==> src/rtl/stopwatch_pkg.sv <==
// Shared encodings for the stopwatch mode controller: FSM states and
// digit blank patterns for the seven-segment display.
package stopwatch_pkg;

  typedef enum logic [1:0] {
    ST_STOP = 2'b00,
    ST_RUN  = 2'b01,
    ST_ADJ  = 2'b10,
    ST_CLR  = 2'b11
  } state_t;

  localparam logic [3:0] BLANK_SEC  = 4'b0011;
  localparam logic [3:0] BLANK_MIN  = 4'b1100;
  localparam logic [3:0] BLANK_NONE = 4'b0000;

  // Digits being adjusted blink; sel_sw picks which pair.
  function automatic logic [3:0] blank_for(input logic phase, input logic sel);
    if (!phase) begin
      return BLANK_NONE;
    end
    return sel ? BLANK_MIN : BLANK_SEC;
  endfunction

endpackage

==> src/rtl/stopwatch_ctrl_edge_pulse.sv <==
// Rising-edge detector for a debounced button level. History resets to 1 so a
// button already held when reset releases does not produce an event.
module edge_pulse (
  input  logic clk,
  input  logic rst,
  input  logic i_level,
  output logic o_rise
);

  logic r_hist;

  always_ff @(posedge clk or negedge rst) begin
    if (!rst) begin
      r_hist <= 1'b1;
    end else begin
      r_hist <= i_level;
    end
  end

  assign o_rise = i_level & ~r_hist;

endmodule

==> src/rtl/stopwatch_ctrl.sv <==
// Stopwatch mode/sequencing controller: turns button edges, switch levels and
// divider ticks into registered one-cycle counter commands plus a blink mask.
module stopwatch_ctrl
  import stopwatch_pkg::*;
#(
  parameter bit          RUN_ON_RESET = 1'b0,
  parameter int unsigned CLR_PULSE_W  = 2
) (
  input  logic       clk,
  input  logic       rst,
  input  logic       clr_btn,
  input  logic       pause_btn,
  input  logic       adj_sw,
  input  logic       sel_sw,
  input  logic       tick_1hz,
  input  logic       tick_2hz,
  input  logic       tick_blink,
  output logic       cnt_inc,
  output logic       adj_inc_sec,
  output logic       adj_inc_min,
  output logic       cnt_clr,
  output logic       paused,
  output logic [3:0] blank_mask,
  output logic [1:0] state
);

  localparam int unsigned CNT_W = (CLR_PULSE_W < 2) ? 1 : $clog2(CLR_PULSE_W + 1);
  // Counter holds clear cycles still owed after the current one.
  localparam logic [CNT_W-1:0] CLR_RELOAD = CNT_W'(CLR_PULSE_W - 1);
  localparam state_t RESET_ST = RUN_ON_RESET ? ST_RUN : ST_STOP;

  logic w_clr_evt;
  logic w_pause_evt;

  edge_pulse u_clr_edge (
    .clk     (clk),
    .rst     (rst),
    .i_level (clr_btn),
    .o_rise  (w_clr_evt)
  );

  edge_pulse u_pause_edge (
    .clk     (clk),
    .rst     (rst),
    .i_level (pause_btn),
    .o_rise  (w_pause_evt)
  );

  state_t           r_state;
  state_t           w_state_next;
  logic [CNT_W-1:0] r_clr_left;
  logic [CNT_W-1:0] w_clr_left_next;
  logic             r_phase;
  logic             w_phase_next;
  logic             r_cnt_inc;
  logic             r_adj_inc_sec;
  logic             r_adj_inc_min;
  logic             r_cnt_clr;
  logic             r_paused;
  logic [3:0]       r_blank_mask;
  logic             w_cnt_inc_next;
  logic             w_adj_inc_sec_next;
  logic             w_adj_inc_min_next;
  logic             w_cnt_clr_next;
  logic             w_paused_next;
  logic [3:0]       w_blank_mask_next;

  always_ff @(posedge clk or negedge rst) begin
    if (!rst) begin
      r_state       <= RESET_ST;
      r_clr_left    <= '0;
      r_phase       <= 1'b0;
      r_cnt_inc     <= 1'b0;
      r_adj_inc_sec <= 1'b0;
      r_adj_inc_min <= 1'b0;
      r_cnt_clr     <= 1'b0;
      r_paused      <= (RESET_ST != ST_RUN);
      r_blank_mask  <= BLANK_NONE;
    end else begin
      r_state       <= w_state_next;
      r_clr_left    <= w_clr_left_next;
      r_phase       <= w_phase_next;
      r_cnt_inc     <= w_cnt_inc_next;
      r_adj_inc_sec <= w_adj_inc_sec_next;
      r_adj_inc_min <= w_adj_inc_min_next;
      r_cnt_clr     <= w_cnt_clr_next;
      r_paused      <= w_paused_next;
      r_blank_mask  <= w_blank_mask_next;
    end
  end

  // Clear outranks everything, including a clear already in progress.
  always_comb begin
    w_state_next    = r_state;
    w_clr_left_next = r_clr_left;
    if (w_clr_evt) begin
      w_state_next    = ST_CLR;
      w_clr_left_next = CLR_RELOAD;
    end else begin
      case (r_state)
        ST_CLR: begin
          if (r_clr_left != '0) begin
            w_clr_left_next = r_clr_left - CNT_W'(1);
          end else begin
            w_state_next = ST_STOP;
          end
        end
        ST_STOP: begin
          if (adj_sw) begin
            w_state_next = ST_ADJ;
          end else if (w_pause_evt) begin
            w_state_next = ST_RUN;
          end
        end
        ST_RUN: begin
          if (adj_sw) begin
            w_state_next = ST_ADJ;
          end else if (w_pause_evt) begin
            w_state_next = ST_STOP;
          end
        end
        default: begin
          if (!adj_sw) begin
            w_state_next = ST_STOP;
          end
        end
      endcase
    end
  end

  // Ticks only act when the state is stable across the edge, so any
  // competing clear/adj/pause event drops the tick.
  always_comb begin
    w_cnt_inc_next     = (r_state == ST_RUN) && (w_state_next == ST_RUN) && tick_1hz;
    w_adj_inc_sec_next = (r_state == ST_ADJ) && (w_state_next == ST_ADJ) && tick_2hz && !sel_sw;
    w_adj_inc_min_next = (r_state == ST_ADJ) && (w_state_next == ST_ADJ) && tick_2hz && sel_sw;
    w_cnt_clr_next     = (w_state_next == ST_CLR);
    w_paused_next      = (w_state_next != ST_RUN);
    w_phase_next       = 1'b0;
    if (w_state_next == ST_ADJ) begin
      w_phase_next = r_phase ^ ((r_state == ST_ADJ) && tick_blink);
    end
    w_blank_mask_next  = blank_for(w_phase_next, sel_sw);
  end

  assign cnt_inc     = r_cnt_inc;
  assign adj_inc_sec = r_adj_inc_sec;
  assign adj_inc_min = r_adj_inc_min;
  assign cnt_clr     = r_cnt_clr;
  assign paused      = r_paused;
  assign blank_mask  = r_blank_mask;
  assign state       = r_state;

endmodule

==> config.mk <==
export PLATFORM = sky130hd
export DESIGN_NAME = stopwatch_ctrl
export DESIGN_NICKNAME = d
export VERILOG_FILES = /design/src/rtl/stopwatch_pkg.sv /design/src/rtl/stopwatch_ctrl_edge_pulse.sv /design/src/rtl/stopwatch_ctrl.sv
export SDC_FILE = /design/constraint.sdc
export NUM_CORES = 1
export LEC_CHECK = 0
export ABC_AREA = 1
export BUFFER_PORTS_ARGS = -buffer_cell sky130_fd_sc_hd__buf_4
export CORE_AREA = 5 5 42 44
export DETAILED_ROUTE_END_ITERATION = 10
export DIE_AREA = 0 0 47 49
export MAX_ROUTING_LAYER = met4
export PLACE_DENSITY = 0.73
export SLEW_MARGIN = 30
export SYNTH_ARGS = -nofsm -noshare
export SYNTH_HDL_FRONTEND = slang
export SYNTH_SLANG_ARGS = --single-unit
export TNS_END_PERCENT = 50
==> constraint.sdc <==
create_clock -name clk -period 2.85 [get_ports clk]
set_clock_uncertainty 0.1 [all_clocks]
set_input_delay 0.285 -clock clk [delete_from_list [all_inputs] [get_ports clk]]
set_output_delay 0.285 -clock clk [all_outputs]
set_load 0.05 [all_outputs]
Word-level counts from Yosys, hierarchy flattened
Cells that the tools add are included.
- register bits after elaboration: 16
- output and inout port bits: 11
- word-level logic and storage cells: 51
- $add $sub $neg: 1
- equal/unequal tests: 7
- muxes and demuxes: 14
- bitwise operators: 5
- reductions and logical operators: 13
- operators with widths (cell ; count):
    2-to-1 mux 2 bit ; 10
    equality test 2 bit, second input constant ; 4
    2-to-1 mux 4 bit ; 2
    logical AND 1 bit ; 7
    one-hot mux 2 bit (3 select lines) ; 1
    nonzero test 2 bit ; 3
    equality test 2 x 1 -> 1 bit, second input constant ; 2
    bitwise AND 1 bit ; 2
    zero test 2 bit ; 1
    != test 2 x 1 -> 1 bit, second input constant ; 1
    inverter 1 bit ; 2
    AND reduction 2 bit ; 1
    subtractor 2 x 1 -> 2 bit, second input constant ; 1
    zero test 1 bit ; 1
    2-to-1 mux 1 bit ; 1
    XOR 1 bit ; 1

Logic depth before layout (Yosys ltp)
- depth after elaboration: 10
- mapped depth: 8
- mapped depth without buffers: 8

By module
From an unflattened synthesis, not the netlist that was laid out.
- cells, all modules: 61
- area, all modules: 601.8 um^2
- modules (own cells, without submodules) (module ; instances ; cells an instance ; area an instance (um^2)):
    stopwatch_ctrl ; 1 ; 55 ; 529.3
    edge_pulse ; 2 ; 3 ; 36.3

Least setup slack after synthesis
Ideal clock, no wire load.
- path kind: flip-flop to flip-flop
- start: register r_state[0] (netlist: state[0])
- end: register r_adj_inc_sec (netlist: adj_inc_sec)
- arrival: 1.260 ns
- setup slack: 1.404 ns
- stages on the path, launching flop included: 5
- clock period less this slack: 1.446 ns
- cells stage by stage: dfrtp_1 -> nand3_4 -> nand3_4 -> nand4_4 -> nor3_1
- elaborated cells on any way between the ends: 16
- classes of those cells: eq/ne (4); mux (8); reduce/logical (4)
- RTL lines (item ; line ; RTL):
    from (decl) ; stopwatch_ctrl.sv:49 ; state_t r_state;
    from (signal assigned) ; stopwatch_ctrl.sv:80 ; r_state <= w_state_next;
    equality test 2 x 1 -> 1 bit (tied with other cells) ; stopwatch_ctrl.sv:100 ; case (r_state)
    one-hot mux 2 bit (3 select lines) * ; stopwatch_ctrl.sv:100 ;
    2-to-1 mux 2 bit * ; stopwatch_ctrl.sv:96 ; if (w_clr_evt) begin
    via w_state_next[1] ; stopwatch_ctrl.sv:50 ; state_t w_state_next;
    equality test 2 bit * ; stopwatch_ctrl.sv:135 ; w_adj_inc_sec_next = (r_state == ST_ADJ) && (w_state_next == ST_ADJ) && tick_2hz && !sel_sw;
    logical AND 1 bit * (3 in a row) ; stopwatch_ctrl.sv:135 ;
    via w_adj_inc_sec_next ; stopwatch_ctrl.sv:62 ; logic w_adj_inc_sec_next;
    to (signal assigned) ; stopwatch_ctrl.sv:84 ; r_adj_inc_sec <= w_adj_inc_sec_next;
    to (decl) ; stopwatch_ctrl.sv:56 ; logic r_adj_inc_sec;
Mark *: on every way through the listed nets, which the timed path passes. The rest lies on a longest branch.
A chain may end at the register's enable or synchronous reset.

Worst setup path in the final report
- start: input port clr_btn
- end: register r_clr_left[0]
- cells in the longest elaborated chain, start to end: 3
- elaborated cells on any way between the ends: 5
- classes of those cells: mux (1); bitwise (1); reduce/logical (3)
- RTL lines (item ; line ; RTL):
    from (decl) ; stopwatch_ctrl.sv:11 ; input logic clr_btn,
    bitwise AND 1 bit * ; stopwatch_ctrl_edge_pulse.sv:20 ; assign o_rise = i_level & ~r_hist;
    nonzero test 2 bit (no source line) ; - ;
    AND reduction 2 bit (no source line) ; - ;
    to (signal assigned) ; stopwatch_ctrl.sv:81 ; r_clr_left <= w_clr_left_next;
    to (decl) ; stopwatch_ctrl.sv:51 ; logic [CNT_W-1:0] r_clr_left;
Mark *: on every way between the ends. The rest lies on a longest branch, timed or not.

==> impl_results.md <==
- Crit Path Max Fanout: 5
- Post-DRT Antenna Nets: 0
- Detail Placement HPWL: 835 um
- Final Net Count: 92
- R2R Path Start: u_clr_edge.r_hist$_DFF_PN1_
- Max IR drop VDD: 0.452 mV
- Clock buffer count from CTS: 3
- Row Count: 14
- Hold Crit Endpoint: u_pause_edge.r_hist$_DFF_PN1_
- Tmin final: 1490 ps
- R2R depth: 5
- Post-Syn Nets: 68
- HP Start: pause_btn
- Core ar.: 1400 um2
- Endpoint type of the worst setup path: flip-flop
- Fin. max-slew vios: 0
- RSZ-0062 raised after global routing: false
- Slowest CP cell: dlygate4sd3_1
- CTS tree: built
- Port Buf Inserts: 19
- Yosys cell types: 16
- Largest stage delay, worst path: 540 ps
- Gr ovfl total: 0
- Total Routing Usage GR: 11.3%
- R2R Setup Slk: 1500 ps
- Syn-to-layout area delta: 32.2%
- Post-Syn Area: 603 um2
- Actual slew at the worst max-slew pin: 296 ps
- Relative slew slack: 80.3%
- Worst hold path class: input pin to flip-flop
- Htree depth: 1
- Syn Inst Count: 58
- Drt initial violations: 1
- Setup-failing EPs final: 0
- Avg Synthesized Cell Area: 10.4 um2
- CP Launch Type: input pin
- Max Cap Viol: 0
- TNS Setup: 0 ps
- Worst Path Required: 2900 ps
- Die X: 47 um
- Share of cells above drive strength 1: 38.3%
- Die Y: 49 um
- # DRC: 0
- Vias in the first global route: 443
- Synth top area share: 45.6%
- Worst hold slack: 36.8 ps
- Worst path bufs/invs: 2
- Outcome: complete, no violations
- RePlAce Congestion: 0.716
- Wire per inst: 10.9 um
- WP data arrival: 1540 ps
- Fin cells: 97
- P per Cell Area: 929 nW/um2
- Antenna violations before repair: 0
- Starting Density: 43.0%
- Crit-path cells: dlygate4sd3_1 > buf_4 > nand2_1 > nand2_1 > o21ai_0 > o21ai_0
- Die footprint: 2300 um2
- Routed vias/inst: 4.53
- Sequential cell area fraction in the yosys report: 58.7%
- Hold Crit Depth: 1
- First-pass GRT wire length: 1850 um
- Number of synthesized register bits: 14
- N_diodes: 0
- Longest Clk Path Bufs: 2
- FMAX: 672 MHz
- CP delay by family, top: buffers and inverters
- Largest cells by area after synthesis: dfrtp_1 46%, dfstp_2 13%, nand2_1 6.8%
- Sink Count: 14
- Largest net degree at the start of global routing: 15
- Drt first pass iters: 2
- Clk root buf: clkbuf_4
- Setup Buffers After CTS: 0
- Vias: 439
- Critical path class: input pin to flip-flop
- Yosys warning count: 0
- P_leak: 0.421 nW
- Reg2reg end: r_clr_left[0]$_DFFE_PN0P_
- Reg clk slew, reported paths: 80 ps
- Later-pin clock latency in the skew report: 270 ps
- Hold Vio Cnt, Final: 0
- Synth area leader: dfrtp_1
- # IOs: 20
- Placed Cells: 91
- Period utilization: 52.2%
- Post-Route WL: 1050 um
[where the power goes]
part	switching [mW]	internal (mW)	total [mW]	leakage, nW
Combinational	0.234	0.109	0.344	0.231
Sequential	0.0353	0.249	0.284	0.174
Clock	0.0581	0.0541	0.112	0.0150
[Yosys cell counts]
cell type	instances
nor2_1	4
xor2_1	1
nand4_4	1
nand3_1	3
nand2_1	11
inv_1	9
o21ai_0	3
dfrtp_1	11
nor3_1	4
buf_4	2
dfstp_2	3
nor2_2	1
ha_1	1
nand3_4	2
nand2_2	1
inv_2	1
[worst register-to-register path: stages (launching register included)]
cell	delay (ps)
dfstp_2	530
inv_1	30
nand2_1	210
nand2_1	160
o21ai_0	100
o21ai_0	100
[area by class of cell]
cell class                 instances  area, um2
multi-input combinational         32        196
timing repair buffer              21        163
sequential                        14        354
fill                             133        604
inverter                          10       37.5
tap                               16       20.0
clock buffer                       4       26.3
[logic make-up after synthesis]
logic type,after synthesis,share of synthesized area (%)
AO/OA/AOI/OAI,3,2.49
XOR/XNOR,1,1.45
adder cells (fa/ha/maj),1,2.07
buffers and inverters,12,8.71
flip-flops,14,58.7
AND/OR/NAND/NOR,27,26.6
[metrics by stage]
step           instance area [um2]  total power, mW  setup slack (ps)  utilization, %
2_1_floorplan                  603            0.546              1400               -
5_1_grt                        797            0.802              1290            56.9
4_1_cts                        787            0.751              1410            56.2
6_report                       797            0.740              1360            56.9
3_3_place_gp                   751            0.627              1530            53.6
3_5_place_dp                   751            0.634              1510            53.6
[sequential cells by signal, indices dropped and copies added, names as in the netlist]
| signal | cells |
|---|---|
| r_phase | 1 |
| cnt_inc | 1 |
| state | 2 |
| blank_mask | 2 |
| u_pause_edge.r_hist | 1 |
| paused | 1 |
| adj_inc_sec | 1 |
| r_clr_left | 2 |
| u_clr_edge.r_hist | 1 |
| adj_inc_min | 1 |
| cnt_clr | 1 |
[per-layer routing]
layer / global-route usage [%] / vias up / wire length [um] / part of all wire, %
met5: - / - / 0 / 0
li1: - / 226 / - / -
met4: 5.53 / 0 / 24 / 2.3
met3: 4.06 / 2 / 92 / 8.7
met2: 17.0 / 12 / 506 / 48
met1: 13.1 / 199 / 430 / 41
[cell usage in the layout, fill, tap and decap left out]
master / synthesis / layout
clkbuf_4: 0 / 3
inv_2: 1 / 1
nor2_1: 4 / 4
ha_1: 1 / 1
clkbuf_1: 0 / 1
nor2_2: 1 / 1
nand3_4: 2 / 2
o21ai_0: 3 / 3
nand2_1: 11 / 11
xor2_1: 1 / 1
nand2_2: 1 / 1
inv_1: 9 / 9
nand4_4: 1 / 1
buf_4: 2 / 19
nor3_1: 4 / 4
dlygate4sd3_1: 0 / 2
dfstp_2: 3 / 3
nand3_1: 3 / 3
dfrtp_1: 11 / 11
[repair_timing]
action	in CTS	in global routing
hold buffers	1	1
hold endpoints to repair	14	1
endpoints found under the setup margin	0	0
resized for setup	0	0
[worst max path at each step]
stage                                   start                         to  slack [ps]  cells past startpoint
finish                                clr_btn  r_clr_left[0]$_DFFE_PN0P_        1360                      6
global route                          clr_btn  r_clr_left[0]$_DFFE_PN0P_        1290                      6
CTS                        state[0]$_DFF_PN0_                   state[0]        1410                      1
detailed placement  r_clr_left[0]$_DFFE_PN0P_      adj_inc_sec$_DFF_PN0_        1510                      7
global placement    r_clr_left[0]$_DFFE_PN0P_      adj_inc_sec$_DFF_PN0_        1530                      7
floorplan                  state[0]$_DFF_PN0_      adj_inc_sec$_DFF_PN0_        1400                      4
Note: power is estimated with default switching activity, not from simulation.
